<file path="config.mk">
export PLATFORM = sky130hd
export DESIGN_NAME = noc_flit_router_port_flat
export DESIGN_NICKNAME = d
export VERILOG_FILES = /design/src/rtl/noc_flit_router_port_pkg.sv /design/src/rtl/noc_flit_router_port_if.sv /design/src/rtl/noc_flit_router_port_fifo.sv /design/src/rtl/noc_flit_router_port.sv /design/src/flat_wrapper.sv
export SDC_FILE = /design/constraint.sdc
export NUM_CORES = 1
export LEC_CHECK = 0
export BUFFER_PORTS_ARGS = -buffer_cell sky130_fd_sc_hd__buf_2
export CAP_MARGIN = 20
export CORE_MARGIN = 2
export CORE_UTILIZATION = 59
export DETAILED_ROUTE_END_ITERATION = 7
export GPL_TIMING_DRIVEN = 0
export PLACE_DENSITY = 0.79
export SLEW_MARGIN = 20
export SYNTH_ARGS = -nofsm -noshare
export SYNTH_HDL_FRONTEND = slang
export SYNTH_HIERARCHICAL = 1
export SYNTH_SLANG_ARGS = --single-unit
</file>
<file path="constraint.sdc">
create_clock -name clk -period 4.9 [get_ports clk]
set_clock_uncertainty 0.05 [all_clocks]
set_input_delay 0.49 -clock clk [delete_from_list [all_inputs] [get_ports clk]]
set_output_delay 0.49 -clock clk [all_outputs]
set_load 0.1 [all_outputs]
</file>
<file path="src/rtl/noc_flit_router_port_pkg.sv">
// Shared constants, flit field offsets and types for the NoC router ingress port.
package noc_pkg;

  localparam logic [5:0]  HEADER_TAG = 6'b101111;
  localparam logic [7:0]  TAIL_FLIT  = 8'hFF;
  localparam int unsigned MAX_DATA   = 4;

  localparam int unsigned TAG_HI  = 7;
  localparam int unsigned TAG_LO  = 2;
  localparam int unsigned DEST_HI = 1;
  localparam int unsigned DEST_LO = 0;

  typedef enum logic [1:0] {
    P_HEAD = 2'd0,
    P_DATA = 2'd1,
    P_TAIL = 2'd2,
    P_DROP = 2'd3
  } parse_state_t;

  typedef struct packed {
    logic       last;
    logic [1:0] dest;
    logic [7:0] flit;
  } entry_t;

  localparam int unsigned ENTRY_W = $bits(entry_t);

endpackage

</file>
<file path="src/rtl/noc_flit_router_port_if.sv">
// Flit link between the NI (master) and the router port (slave), plus local egress.
interface noc_flit_router_port_if;
  logic [7:0] flit_in;
  logic       flit_in_valid;
  logic       noc_ready;
  logic [7:0] flit_out;
  logic [3:0] flit_out_valid;
  logic [3:0] dest_ready;

  modport master (
    output flit_in, flit_in_valid, dest_ready,
    input  noc_ready, flit_out, flit_out_valid
  );

  modport slave (
    input  flit_in, flit_in_valid, dest_ready,
    output noc_ready, flit_out, flit_out_valid
  );
endinterface

</file>
<file path="src/rtl/noc_flit_router_port_fifo.sv">
// Show-ahead synchronous FIFO; a separate occupancy counter resolves full vs empty.
module noc_flit_fifo #(
  parameter int unsigned DEPTH = 8,
  parameter int unsigned WIDTH = 11
) (
  input  logic             clk,
  input  logic             rst,
  input  logic             push,
  input  logic [WIDTH-1:0] push_data,
  input  logic             pop,
  output logic [WIDTH-1:0] head,
  output logic             full,
  output logic             empty
);
  localparam int unsigned AW = $clog2(DEPTH);

  logic [WIDTH-1:0] mem [DEPTH];
  logic [AW-1:0]    wr_ptr;
  logic [AW-1:0]    rd_ptr;
  logic [AW:0]      count;
  logic             do_push;
  logic             do_pop;

  assign full    = (count == (AW+1)'(DEPTH));
  assign empty   = (count == '0);
  assign do_push = push & ~full;
  assign do_pop  = pop & ~empty;
  assign head    = mem[rd_ptr];

  always_ff @(posedge clk) begin
    if (rst) begin
      wr_ptr <= '0;
      rd_ptr <= '0;
      count  <= '0;
    end else begin
      if (do_push) wr_ptr <= wr_ptr + 1'b1;
      if (do_pop)  rd_ptr <= rd_ptr + 1'b1;
      case ({do_push, do_pop})
        2'b10:   count <= count + 1'b1;
        2'b01:   count <= count - 1'b1;
        default: count <= count;
      endcase
    end
  end

  always_ff @(posedge clk) begin
    if (do_push) mem[wr_ptr] <= push_data;
  end

endmodule

</file>
<file path="src/rtl/noc_flit_router_port.sv">
// Router-side flit link endpoint: framing parser, elastic buffer and one-hot local egress.
module noc_flit_router_port
  import noc_pkg::*;
#(
  parameter int unsigned FIFO_DEPTH = 8,
  parameter logic [5:0]  HEADER_TAG = noc_pkg::HEADER_TAG,
  parameter logic [7:0]  TAIL_FLIT  = noc_pkg::TAIL_FLIT,
  parameter int unsigned MAX_DATA   = noc_pkg::MAX_DATA,
  parameter int unsigned CNT_W      = 8
) (
  input  logic                  clk,
  input  logic                  rst,
  noc_flit_router_port_if.slave link,
  output logic [CNT_W-1:0]      pkt_cnt,
  output logic [CNT_W-1:0]      err_cnt
);
  localparam int unsigned DW = $clog2(MAX_DATA + 1);

  parse_state_t state, state_next;
  logic [DW-1:0] dcnt, dcnt_next;
  logic [1:0]    dest, dest_next;
  logic          xfer;
  logic          push;
  entry_t        push_entry;
  logic          err_inc;
  entry_t        head;
  logic          full;
  logic          empty;
  logic          pop;

  assign link.noc_ready = ~full;
  assign xfer           = link.flit_in_valid & link.noc_ready;

  always_comb begin
    state_next = state;
    dcnt_next  = dcnt;
    dest_next  = dest;
    push       = 1'b0;
    push_entry = '0;
    err_inc    = 1'b0;
    if (xfer) begin
      unique case (state)
        P_HEAD: begin
          if (link.flit_in[TAG_HI:TAG_LO] == HEADER_TAG) begin
            dest_next  = link.flit_in[DEST_HI:DEST_LO];
            push       = 1'b1;
            push_entry = '{last: 1'b0, dest: link.flit_in[DEST_HI:DEST_LO], flit: link.flit_in};
            dcnt_next  = '0;
            state_next = P_DATA;
          end else begin
            err_inc    = 1'b1;
            state_next = P_DROP;
          end
        end
        // dcnt never reaches MAX_DATA here, so a nonzero count means a tail is allowed.
        P_DATA: begin
          push = 1'b1;
          if (dcnt != '0 && link.flit_in == TAIL_FLIT) begin
            push_entry = '{last: 1'b1, dest: dest, flit: link.flit_in};
            state_next = P_HEAD;
          end else begin
            push_entry = '{last: 1'b0, dest: dest, flit: link.flit_in};
            dcnt_next  = dcnt + 1'b1;
            if (dcnt_next == DW'(MAX_DATA)) state_next = P_TAIL;
          end
        end
        P_TAIL: begin
          push       = 1'b1;
          push_entry = '{last: 1'b1, dest: dest, flit: link.flit_in};
          err_inc    = (link.flit_in != TAIL_FLIT);
          state_next = P_HEAD;
        end
        P_DROP: begin
          if (link.flit_in == TAIL_FLIT) state_next = P_HEAD;
        end
      endcase
    end
  end

  always_ff @(posedge clk) begin
    if (rst) begin
      state <= P_HEAD;
      dcnt  <= '0;
      dest  <= '0;
    end else begin
      state <= state_next;
      dcnt  <= dcnt_next;
      dest  <= dest_next;
    end
  end

  noc_flit_fifo #(
    .DEPTH (FIFO_DEPTH),
    .WIDTH (ENTRY_W)
  ) u_fifo (
    .clk       (clk),
    .rst       (rst),
    .push      (push),
    .push_data (push_entry),
    .pop       (pop),
    .head      (head),
    .full      (full),
    .empty     (empty)
  );

  // Output is forced to zero while empty so stale RAM contents never leak out.
  assign link.flit_out       = empty ? '0 : head.flit;
  assign link.flit_out_valid = empty ? '0 : (4'b0001 << head.dest);
  assign pop                 = |(link.flit_out_valid & link.dest_ready);

  always_ff @(posedge clk) begin
    if (rst) begin
      pkt_cnt <= '0;
      err_cnt <= '0;
    end else begin
      if (pop && head.last && pkt_cnt != '1) pkt_cnt <= pkt_cnt + 1'b1;
      if (err_inc && err_cnt != '1)          err_cnt <= err_cnt + 1'b1;
    end
  end

endmodule

</file>
<file path="src/flat_wrapper.sv">
// flat-port wrapper written by rule: the top's interface ports become plain ports
module noc_flit_router_port_flat import noc_pkg::*;
#(
  parameter int unsigned FIFO_DEPTH = 8,
  parameter logic [5:0]  HEADER_TAG = noc_pkg::HEADER_TAG,
  parameter logic [7:0]  TAIL_FLIT  = noc_pkg::TAIL_FLIT,
  parameter int unsigned MAX_DATA   = noc_pkg::MAX_DATA,
  parameter int unsigned CNT_W      = 8
)
  (clk, rst, pkt_cnt, err_cnt, link_flit_in, link_flit_in_valid, link_dest_ready, link_noc_ready, link_flit_out, link_flit_out_valid);
  noc_flit_router_port_if link_i ();
  input  logic clk;
  input  logic rst;
  output logic [CNT_W-1:0] pkt_cnt;
  output logic [CNT_W-1:0] err_cnt;
  input wire logic [$bits(link_i.flit_in)-1:0] link_flit_in;
  input wire logic [$bits(link_i.flit_in_valid)-1:0] link_flit_in_valid;
  input wire logic [$bits(link_i.dest_ready)-1:0] link_dest_ready;
  output wire logic [$bits(link_i.noc_ready)-1:0] link_noc_ready;
  output wire logic [$bits(link_i.flit_out)-1:0] link_flit_out;
  output wire logic [$bits(link_i.flit_out_valid)-1:0] link_flit_out_valid;
  assign link_i.flit_in = link_flit_in;
  assign link_i.flit_in_valid = link_flit_in_valid;
  assign link_i.dest_ready = link_dest_ready;
  assign link_noc_ready = link_i.noc_ready;
  assign link_flit_out = link_i.flit_out;
  assign link_flit_out_valid = link_i.flit_out_valid;
  noc_flit_router_port #(.FIFO_DEPTH(FIFO_DEPTH), .HEADER_TAG(HEADER_TAG), .TAIL_FLIT(TAIL_FLIT), .MAX_DATA(MAX_DATA), .CNT_W(CNT_W)) u_core (.clk(clk), .rst(rst), .link(link_i), .pkt_cnt(pkt_cnt), .err_cnt(err_cnt));
endmodule
</file>
## Word-level counts from Yosys, hierarchy flattened

Memories as Yosys holds them, arrays and structs flattened. A register that Yosys moved wholly into a read port is not among the register bits.
Cells that the tools add are included.

- Bits in registers: 33
- RAM bits: 88
- Input bits: 15
- Output and inout port bits: 29
- Memories: 1

- Add/subtract/negate cells: 7
- Equality and inequality tests: 16
- Shift-type cells: 1
- Muxes and demuxes: 25
- Bitwise gates (word level): 6
- Reduce and logical (&&, ||, !) cells: 14

Memories:

| memory | depth | width | rd ports | clocked after Yosys merged registers in | wr ports | line | text |
|---|---|---|---|---|---|---|---|
| u_core.u_fifo.mem | 8 | 11 | 1 | 1 | 1 | noc_flit_router_port_fifo.sv:17 | `logic [WIDTH-1:0] mem [DEPTH];` |

Operators with widths:

| kind | count |
|---|---|
| $pmux 11 s3 | 1 |
| $ne 8x8->1 const B | 3 |
| $mux 11 | 2 |
| $add 8x1->8 const B | 2 |
| $mux 3 | 4 |
| $mux 10 | 1 |
| $add 3x1->3 const B | 3 |
| $eq 8x8->1 const B | 1 |
| $mux 2 | 4 |
| $mux 8 | 1 |
| $pmux 2 s4 | 1 |
| $pmux 4 s2 | 1 |
| $eq 2x2->1 const B | 3 |
| $eq 6x6->1 const B | 1 |
| $mux 1 | 6 |
| $pmux 3 s2 | 1 |
| $reduce_and 3->1 | 2 |
| $add 4x1->4 const B | 1 |
| $and 4x4->4 | 1 |
| $eq 2x1->1 const B | 2 |
| $eq 4x4->1 const B | 1 |
| $logic_and 1x1->1 | 4 |
| $logic_not 4->1 | 1 |
| $mux 4 | 1 |
| 15 further kinds | 21 |

## Longest topological paths before layout

Gate-level depths: netlist of the first run.

- Depth in word-level cells: 7
- Gate-level depth with buffers: 16
- Depth with buffers taken out: 14

## Cells and area by module

The synthesis of the first run kept the hierarchy.

By module, submodules not included:

| module | instances | cells each | area each (µm²) | seq. area each (µm²) |
|---|---|---|---|---|
| noc_flit_fifo | 1 | 200 | 4001.3 | 2902.8 |
| noc_flit_router_port | 1 | 188 | 1505.2 | 460.4 |

## Worst setup path after synthesis of the first run

Ideal clock, no wire load.

- Path type: flip-flop to output port
- Start point: register (tool-made name)
- End point: output link_flit_out_valid[2]
- Arrival time: 3669 ps
- Slack: 691 ps
- Stages on the path, launching flop included: 5
- Path buffers: 1
- Path through: dfxtp_1 -> buf_4 -> mux4_2 -> mux2_2 -> nor3b_1

RTL lines:

| item | line | text |
|---|---|---|
| to (decl) | flat_wrapper.sv:21 | `output wire logic [$bits(link_i.flit_out_valid)-1:0] link_flit_out_valid;` |

==> results of run 1 <==
[state kept, by name (all words and copies together), names as in the netlist, named ones only]
| register | flops |
|---|---|
| u_core/u_fifo/count | 4 |
| u_core/err_cnt | 8 |
| u_core/u_fifo/rd_ptr | 3 |
| u_core/dest | 2 |
| u_core/pkt_cnt | 8 |
| u_core/u_fifo/mem | 88 |
| u_core/state | 2 |
| u_core/u_fifo/wr_ptr | 3 |
| u_core/dcnt | 3 |
[path summary, 6_finish.rpt]
kind | cells after the start | slack [ps] | start | to
hold reg to reg | 2 | 450 | u_core/dcnt[2]$_SDFFE_PP0P_ | u_core/dcnt[2]$_SDFFE_PP0P_
setup / recovery | 13 | 760 | flop | u_core/u_fifo/count[2]$_SDFFE_PP0P_
setup reg to reg | 13 | 760 | flop | u_core/u_fifo/count[2]$_SDFFE_PP0P_
hold / removal | 3 | 230 | link_flit_in[0] | u_core/dest[0]$_SDFFE_PP0P_
[layout make-up]
type | instances | area [um2]
Buffer | 14 | 75.1
Multi-Input combinational cell | 239 | 2060
Clock inverter | 15 | 150
Inverter | 11 | 41.3
Fill cell | 612 | 2650
Clock buffer | 17 | 414
Timing Repair Buffer | 49 | 262
Sequential cell | 124 | 3360
Tap cell | 111 | 139
[Yosys cell counts, types with 9 or more instances]
| library cell | n |
|---|---|
| sky130_fd_sc_hd__edfxtp_1 | 88 |
| sky130_fd_sc_hd__nor2_1 | 47 |
| sky130_fd_sc_hd__dfxtp_1 | 36 |
| sky130_fd_sc_hd__mux4_2 | 23 |
| sky130_fd_sc_hd__a21oi_1 | 14 |
| sky130_fd_sc_hd__ha_1 | 14 |
| sky130_fd_sc_hd__nor2b_1 | 13 |
| sky130_fd_sc_hd__mux2_2 | 12 |
| sky130_fd_sc_hd__inv_1 | 11 |
| sky130_fd_sc_hd__xnor2_1 | 11 |
| sky130_fd_sc_hd__nand3_1 | 9 |
| sky130_fd_sc_hd__nor3_1 | 9 |
[power by group through the flow]
stage / Clock, mW / Combinational [mW] / Sequential, mW
2_1_floorplan: 0 / 0.322 / 1.23
3_3_place_gp: 0 / 0.423 / 1.21
3_5_place_dp: 0 / 0.438 / 1.21
4_1_cts: 1.19 / 0.443 / 1.19
5_1_grt: 1.23 / 0.470 / 1.19
6_report: 1.17 / 0.441 / 1.19
[through the flow]
| stage | util | setup WS, ps |
|---|---|---|
| 6_report | 0.711 | 759 |
| 4_1_cts | 0.710 | 777 |
| 3_5_place_dp | 0.648 | 873 |
| 5_1_grt | 0.711 | 543 |
| 3_3_place_gp | 0.640 | 244 |
| 2_1_floorplan | - | 691 |
[worst register-to-register path: stages, from the launching register on]
cell	delay (ps)
sky130_fd_sc_hd__dfxtp_1	410
sky130_fd_sc_hd__buf_1	570
sky130_fd_sc_hd__mux4_2	410
sky130_fd_sc_hd__mux2_2	330
sky130_fd_sc_hd__mux4_2	510
sky130_fd_sc_hd__nor2b_1	170
sky130_fd_sc_hd__o41a_1	240
sky130_fd_sc_hd__ha_1	310
sky130_fd_sc_hd__xor2_1	170
sky130_fd_sc_hd__ha_1	190
sky130_fd_sc_hd__a21oi_1	160
sky130_fd_sc_hd__xor2_1	110
sky130_fd_sc_hd__or3_1	310
sky130_fd_sc_hd__a21oi_1	130
[routing by layer]
layer | share of wire | GRT usage | vias to the layer above
li1 | - | - | 1599
met1 | 0.41 | 0.292 | 1751
met2 | 0.51 | 0.390 | 131
met3 | 0.061 | 0.0680 | 17
met4 | 0.017 | 0.0959 | 0
met5 | 0 | 0 | -
[logic make-up after synthesis]
family / count (synthesis) / share of synthesized area
XOR/XNOR: 17 / 0.0284
flip-flops: 124 / 0.611
buffers and inverters: 25 / 0.0211
multiplexers: 42 / 0.132
AO/OA/AOI/OAI: 42 / 0.0495
adder cells (fa/ha/maj): 14 / 0.0318
AND/OR/NAND/NOR: 124 / 0.127
==> impl_metrics.xml, run 1 <==
<?xml version="1.0" encoding="UTF-8"?>
<metrics>
  <group name="status">
    <metric name="outcome" unit="">finished, final reports clean</metric>
  </group>
  <group name="drt">
    <metric name="detailedRoute.firstIterationViolations" unit="">198</metric>
    <metric name="detailedRoute.firstPassIterationCount" unit="">6</metric>
    <metric name="wire_per_inst" unit="um">19.2</metric>
    <metric name="vias_per_cell" unit="">6.03</metric>
    <metric name="final_routed_drc_violation_total" unit="">0</metric>
    <metric name="detailroute.via_count" unit="">3498</metric>
    <metric name="antenna_violating_nets_post_route" unit="">0</metric>
    <metric name="wl" unit="mm">11.1</metric>
  </group>
  <group name="logic_synthesis">
    <metric name="synth_top_flop_cell" unit="">sky130_fd_sc_hd__edfxtp_1</metric>
    <metric name="netlist-cell-type-count" unit="">57</metric>
    <metric name="post_synth.cell_area_avg" unit="um2">14.2</metric>
    <metric name="synthesis.instances" unit="">388</metric>
    <metric name="yosysWarningCount" unit="">6</metric>
    <metric name="synth.cell_area" unit="um2">5510</metric>
    <metric name="asyncSetResetFlopFracSynth" unit="">0</metric>
    <metric name="synthDominantAreaCellType" unit="">sky130_fd_sc_hd__edfxtp_1</metric>
    <metric name="synth_edf_count" unit="">88</metric>
    <metric name="leading_post_synthesis_cells_by_cell_area" unit="">sky130_fd_sc_hd__edfxtp_1, sky130_fd_sc_hd__dfxtp_1, sky130_fd_sc_hd__mux4_2</metric>
    <metric name="top_cell_type_s_share_of_synthesized_area" unit="">0.480</metric>
    <metric name="synth_sequential_area_ratio" unit="">0.611</metric>
    <metric name="postSynthRegisterBits" unit="">124</metric>
    <metric name="synth_nets" unit="">417</metric>
  </group>
  <group name="floorplanning">
    <metric name="placeableCoreArea" unit="um2">9150</metric>
    <metric name="die_w" unit="um">101</metric>
    <metric name="die_area" unit="um2">10100</metric>
    <metric name="fp.dieH" unit="um">101</metric>
    <metric name="top_level_ports" unit="">44</metric>
    <metric name="rows" unit="">35</metric>
    <metric name="initial_core_utilization" unit="">0.602</metric>
  </group>
  <group name="timing">
    <metric name="timing.max_slew.rel_slack" unit="">0.473</metric>
    <metric name="finalWorstPathRequiredPeriod" unit="ps">4140</metric>
    <metric name="worstMarginPinSlew" unit="ps">783</metric>
    <metric name="timing.final.max_slew_violations" unit="">0</metric>
    <metric name="fin_worst_hold_slack" unit="ps">235</metric>
    <metric name="timing.final.setup_violations" unit="">0</metric>
    <metric name="final_hold_viol_count" unit="">0</metric>
    <metric name="setup-tns-final" unit="ps">0</metric>
    <metric name="fmax" unit="MHz">241</metric>
    <metric name="post-route-period-util" unit="">0.845</metric>
    <metric name="rsz_0062_raised_after_global_routing" unit="">no</metric>
  </group>
  <group name="grt">
    <metric name="grt_pass1_wl" unit="mm">17.6</metric>
    <metric name="gr-usage-all-layers" unit="">0.236</metric>
    <metric name="grt_pass1_vias" unit="">3425</metric>
    <metric name="grt_overflow" unit="">0</metric>
    <metric name="antenna_found_initial" unit="">0</metric>
    <metric name="grt_max_degree" unit="">17</metric>
  </group>
  <group name="clock_network">
    <metric name="holdBufCountCts" unit="">0</metric>
    <metric name="clockBufferDepth" unit="">2</metric>
    <metric name="cts_tree" unit="">yes</metric>
    <metric name="clk_transition_reported_paths" unit="ps">60</metric>
    <metric name="clk_root_buffer_cell" unit="">sky130_fd_sc_hd__clkbuf_8</metric>
    <metric name="cts-htree-levels" unit="">4</metric>
    <metric name="cts_resized" unit="">0</metric>
    <metric name="cts_post_setup_buffers_inserted" unit="">0</metric>
    <metric name="clk_latency" unit="ps">520</metric>
    <metric name="numCtsBuffers" unit="">17</metric>
    <metric name="num_clock_sinks" unit="">124</metric>
  </group>
  <group name="setup_path">
    <metric name="cp_top_family" unit="">multiplexers</metric>
    <metric name="crit_chain" unit="">buf_1, mux4_2, mux2_2, mux4_2, nor2b_1, o41a_1, ha_1, xor2_1, ha_1, a21oi_1, xor2_1, or3_1, a21oi_1</metric>
    <metric name="worst-endpoint-arrival" unit="ps">4540</metric>
    <metric name="crit_fanout" unit="">10</metric>
    <metric name="critPathCaptureType" unit="">flop</metric>
    <metric name="critical_path_buf_inv_count" unit="">1</metric>
    <metric name="timing.critical_path.slowest_stage_cell" unit="">sky130_fd_sc_hd__buf_1</metric>
    <metric name="startpoint_type" unit="">flop</metric>
    <metric name="endpoint_required_time_on_the_critical_path" unit="ps">5300</metric>
    <metric name="worst-setup-path-type" unit="">flop to flop</metric>
    <metric name="worst_path_largest_cell_delay" unit="ps">570</metric>
  </group>
  <group name="placement">
    <metric name="half_perimeter_wire_length_of_the_detailed_placement_result" unit="mm">7.43</metric>
    <metric name="dp.cells" unit="">548</metric>
    <metric name="globalplace.congestion" unit="">0.797</metric>
    <metric name="placement.io_buffers" unit="">43</metric>
    <metric name="dpl-instance-area" unit="um2">5930</metric>
  </group>
  <group name="finish">
    <metric name="layout_cell_share_with_drive_strength_beyond_1" unit="">0.301</metric>
    <metric name="area_growth_syn_to_layout" unit="%">18.1</metric>
    <metric name="final_cell_mix" unit="">sky130_fd_sc_hd__edfxtp_1, sky130_fd_sc_hd__buf_2, sky130_fd_sc_hd__nor2_1, sky130_fd_sc_hd__dfxtp_1, sky130_fd_sc_hd__mux4_2</metric>
    <metric name="finish.instance_area" unit="um2">6500</metric>
    <metric name="finish.net_count" unit="">485</metric>
    <metric name="finish.cell_count_without_fillers" unit="">580</metric>
    <metric name="layout_commonest_cell" unit="">sky130_fd_sc_hd__edfxtp_1</metric>
    <metric name="antenna_fix_cells" unit="">0</metric>
  </group>
  <group name="power">
    <metric name="power_frac_comb" unit="">0.158</metric>
    <metric name="p_int" unit="mW">2.00</metric>
    <metric name="power" unit="mW">2.80</metric>
    <metric name="p_per_area" unit="nW/um2">430</metric>
    <metric name="standby_leakage_power" unit="nW">2.35</metric>
    <metric name="switchingPower" unit="uW">795</metric>
    <metric name="pwr-share-clk" unit="">0.418</metric>
    <metric name="power.sequential.fraction" unit="">0.425</metric>
    <metric name="max-vdd-ir-drop" unit="mV">0.309</metric>
    <metric name="power.switching_fraction" unit="">0.284</metric>
  </group>
  <group name="worst_hold_path">
    <metric name="hold_path.class" unit="">primary input to flop</metric>
  </group>
  <group name="run">
    <metric name="max_cap_violations" unit="">0</metric>
  </group>
</metrics>
No activity file was read; power rests on OpenSTA's default activity.
==> run 2, diff against run 1 <==
Settings changed: CORE_UTILIZATION 59 to 54, PLACE_DENSITY 0.79 to 0.76.
Clock period 4.9 ns to 3.7 ns, I/O delays scaled along.
==> run 2 against run 1 <==
  * Die area increased by 8.9%
  * Count of clock-buffer cells in the layout did not move
  * Non-clock buffer count grew 8
  * Via count decreased by 0.49%
  * Sequential share of layout area shrank 1.4 points
  * Global-route usage fell by 1.4 points
  * Design area increased by 2.9%
  * First-iteration DRC count increased by 20%
  * Largest power group is now the clock network
  * Combinational power grew 38%
==> impl_metrics.xml, run 2 (synthesis results as in run 1) <==
<?xml version="1.0" encoding="UTF-8"?>
<metrics>
  <group name="finish">
    <metric name="finish.net_count" unit="">493</metric>
    <metric name="finish.instance_area" unit="um2">6690</metric>
    <metric name="antenna_fix_cells" unit="">0</metric>
    <metric name="area_growth_syn_to_layout" unit="%">21.5</metric>
    <metric name="register_containing_the_most_flip_flops_in_the_final_layout" unit="">u_core/u_fifo/mem</metric>
    <metric name="layout_cell_share_with_drive_strength_beyond_1" unit="">0.335</metric>
    <metric name="finish.cell_count_without_fillers" unit="">610</metric>
    <metric name="layout_commonest_cell" unit="">sky130_fd_sc_hd__edfxtp_1</metric>
    <metric name="largest_register_ff_count" unit="">88</metric>
    <metric name="final_cell_mix" unit="">sky130_fd_sc_hd__edfxtp_1, sky130_fd_sc_hd__buf_2, sky130_fd_sc_hd__nor2_1, sky130_fd_sc_hd__dfxtp_1, sky130_fd_sc_hd__mux4_2</metric>
    <metric name="registers_with_the_highest_flip_flop_counts" unit="">u_core/u_fifo/mem x88, u_core/err_cnt x8, u_core/pkt_cnt x8</metric>
  </group>
  <group name="clock_network">
    <metric name="cts_tree" unit="">yes</metric>
    <metric name="numCtsBuffers" unit="">17</metric>
    <metric name="cts-htree-levels" unit="">4</metric>
    <metric name="clk_root_buffer_cell" unit="">sky130_fd_sc_hd__clkbuf_8</metric>
    <metric name="clk_latency" unit="ps">520</metric>
    <metric name="clockBufferDepth" unit="">2</metric>
    <metric name="clk_transition_reported_paths" unit="ps">60</metric>
    <metric name="holdBufCountCts" unit="">0</metric>
    <metric name="num_clock_sinks" unit="">124</metric>
  </group>
  <group name="drt">
    <metric name="detailroute.via_count" unit="">3481</metric>
    <metric name="vias_per_cell" unit="">5.71</metric>
    <metric name="final_routed_drc_violation_total" unit="">0</metric>
    <metric name="antenna_violating_nets_post_route" unit="">0</metric>
    <metric name="detailedRoute.firstPassIterationCount" unit="">4</metric>
    <metric name="wl" unit="mm">11.4</metric>
    <metric name="wire_per_inst" unit="um">18.7</metric>
    <metric name="detailedRoute.firstIterationViolations" unit="">238</metric>
  </group>
  <group name="placement">
    <metric name="half_perimeter_wire_length_of_the_detailed_placement_result" unit="mm">7.39</metric>
    <metric name="dp.cells" unit="">569</metric>
    <metric name="placement.io_buffers" unit="">43</metric>
    <metric name="dpl-instance-area" unit="um2">5980</metric>
    <metric name="globalplace.congestion" unit="">0.796</metric>
  </group>
  <group name="setup_path">
    <metric name="crit_fanout" unit="">10</metric>
    <metric name="worst-r2r-setup-slack" unit="ps">120</metric>
    <metric name="worst-setup-path-type" unit="">flop to flop</metric>
    <metric name="endpoint_required_time_on_the_critical_path" unit="ps">4090</metric>
    <metric name="worst-endpoint-arrival" unit="ps">3980</metric>
    <metric name="startpoint_type" unit="">flop</metric>
    <metric name="critPathCaptureType" unit="">flop</metric>
  </group>
  <group name="floorplanning">
    <metric name="fp.dieH" unit="um">105</metric>
    <metric name="placeableCoreArea" unit="um2">9820</metric>
    <metric name="die_w" unit="um">105</metric>
    <metric name="top_level_ports" unit="">44</metric>
    <metric name="die_area" unit="um2">11000</metric>
    <metric name="rows" unit="">36</metric>
    <metric name="initial_core_utilization" unit="">0.561</metric>
  </group>
  <group name="worst_hold_path">
    <metric name="hold_path.class" unit="">primary input to flop</metric>
  </group>
  <group name="timing">
    <metric name="worstMarginPinSlew" unit="ps">899</metric>
    <metric name="finalWorstPathRequiredPeriod" unit="ps">3580</metric>
    <metric name="timing.final.setup_violations" unit="">0</metric>
    <metric name="timing.max_slew.rel_slack" unit="">0.396</metric>
    <metric name="fmax" unit="MHz">279</metric>
    <metric name="timing.final.max_slew_violations" unit="">0</metric>
    <metric name="final_hold_viol_count" unit="">0</metric>
    <metric name="post-route-period-util" unit="">0.969</metric>
  </group>
  <group name="grt">
    <metric name="grt.busiest_layer" unit="">met2</metric>
    <metric name="gr-usage-all-layers" unit="">0.221</metric>
    <metric name="grt_pass1_wl" unit="mm">18.3</metric>
    <metric name="grt_overflow" unit="">0</metric>
    <metric name="antenna_found_initial" unit="">0</metric>
    <metric name="gr-usage-met3" unit="">0.0599</metric>
    <metric name="gr-usage-met2" unit="">0.357</metric>
    <metric name="grt_max_degree" unit="">17</metric>
    <metric name="grt_pass1_vias" unit="">3370</metric>
    <metric name="use_met1" unit="">0.297</metric>
  </group>
  <group name="status">
    <metric name="outcome" unit="">finished, final reports clean</metric>
  </group>
  <group name="power">
    <metric name="max-vdd-ir-drop" unit="mV">0.360</metric>
    <metric name="standby_leakage_power" unit="nW">2.43</metric>
    <metric name="p_per_area" unit="nW/um2">569</metric>
  </group>
  <group name="run">
    <metric name="max_cap_violations" unit="">0</metric>
  </group>
</metrics>
[run 2: changes by cell type in the layout (fill, tap and decap cells not counted), sizes merged]
cell    delta
buf        +6
clkbuf     +2
clkinv     -2
bufinv     +1
inv        +1
[run 2: worst paths after layout]
path	startpoint	end	cells past startpoint
max reg2reg	flop	u_core/u_fifo/count[2]$_SDFFE_PP0P_	12
min	link_flit_in[1]	u_core/dest[1]$_SDFFE_PP0P_	3
min reg2reg	u_core/dcnt[2]$_SDFFE_PP0P_	u_core/dcnt[2]$_SDFFE_PP0P_	2
max	flop	u_core/u_fifo/count[2]$_SDFFE_PP0P_	12
[run 2: repair_timing]
item | 4_1_cts | 5_1_grt
setup endpoints to repair | 36 | 14
setup buffers | 1 | 8
resized for setup | 11 | 6
[run 2: worst max-delay path, cell delays in order, from the launching register on]
cell and delay (ps):
sky130_fd_sc_hd__dfxtp_1 340, sky130_fd_sc_hd__clkbuf_1 630, sky130_fd_sc_hd__mux2_4 330, sky130_fd_sc_hd__mux4_2 560
sky130_fd_sc_hd__nor2b_1 160, sky130_fd_sc_hd__o41a_1 190, sky130_fd_sc_hd__ha_2 240, sky130_fd_sc_hd__xor2_1 150
sky130_fd_sc_hd__ha_1 170, sky130_fd_sc_hd__a21oi_1 150, sky130_fd_sc_hd__xor2_1 100, sky130_fd_sc_hd__or3_1 310
sky130_fd_sc_hd__a21oi_1 140
[run 2: area by class of cell]
type	count	area, um2
Timing Repair Buffer	57	333
Tap cell	133	166
Multi-Input combinational cell	239	2090
Clock buffer	17	414
Clock inverter	15	173
Sequential cell	124	3370
Inverter	11	41.3
Fill cell	710	3130
Buffer	14	108
[run 2: stage by stage]
stage / hold slack, ps / total power [mW] / util / setup TNS (ps) / worst slack (ps)
floorplan: 395 / 2.06 / - / 0 / 98.5
global route: 120 / 3.94 / 0.682 / -3.49 / -3.49
CTS: 95.8 / 3.81 / 0.673 / -1010 / -46.1
finish: 111 / 3.81 / 0.682 / 0 / 117
detailed placement: 419 / 2.19 / 0.609 / -1720 / -382
global placement: 413 / 2.16 / 0.601 / -28130 / -904
[run 2: power by group]
group          internal [mW]  switching (mW)  total [mW]  leakage (nW)
Combinational          0.178           0.430       0.608          1.05
Sequential              1.54          0.0366        1.57          1.10
Clock                   1.02           0.605        1.63         0.274
Total                   2.74            1.07        3.81          2.43
[run 2: metal layers]
layer / up-vias / wire length [um]
li1: 1623 / -
met1: 1734 / 5000
met2: 113 / 5670
met3: 11 / 601
met4: 0 / 119
met5: - / 0
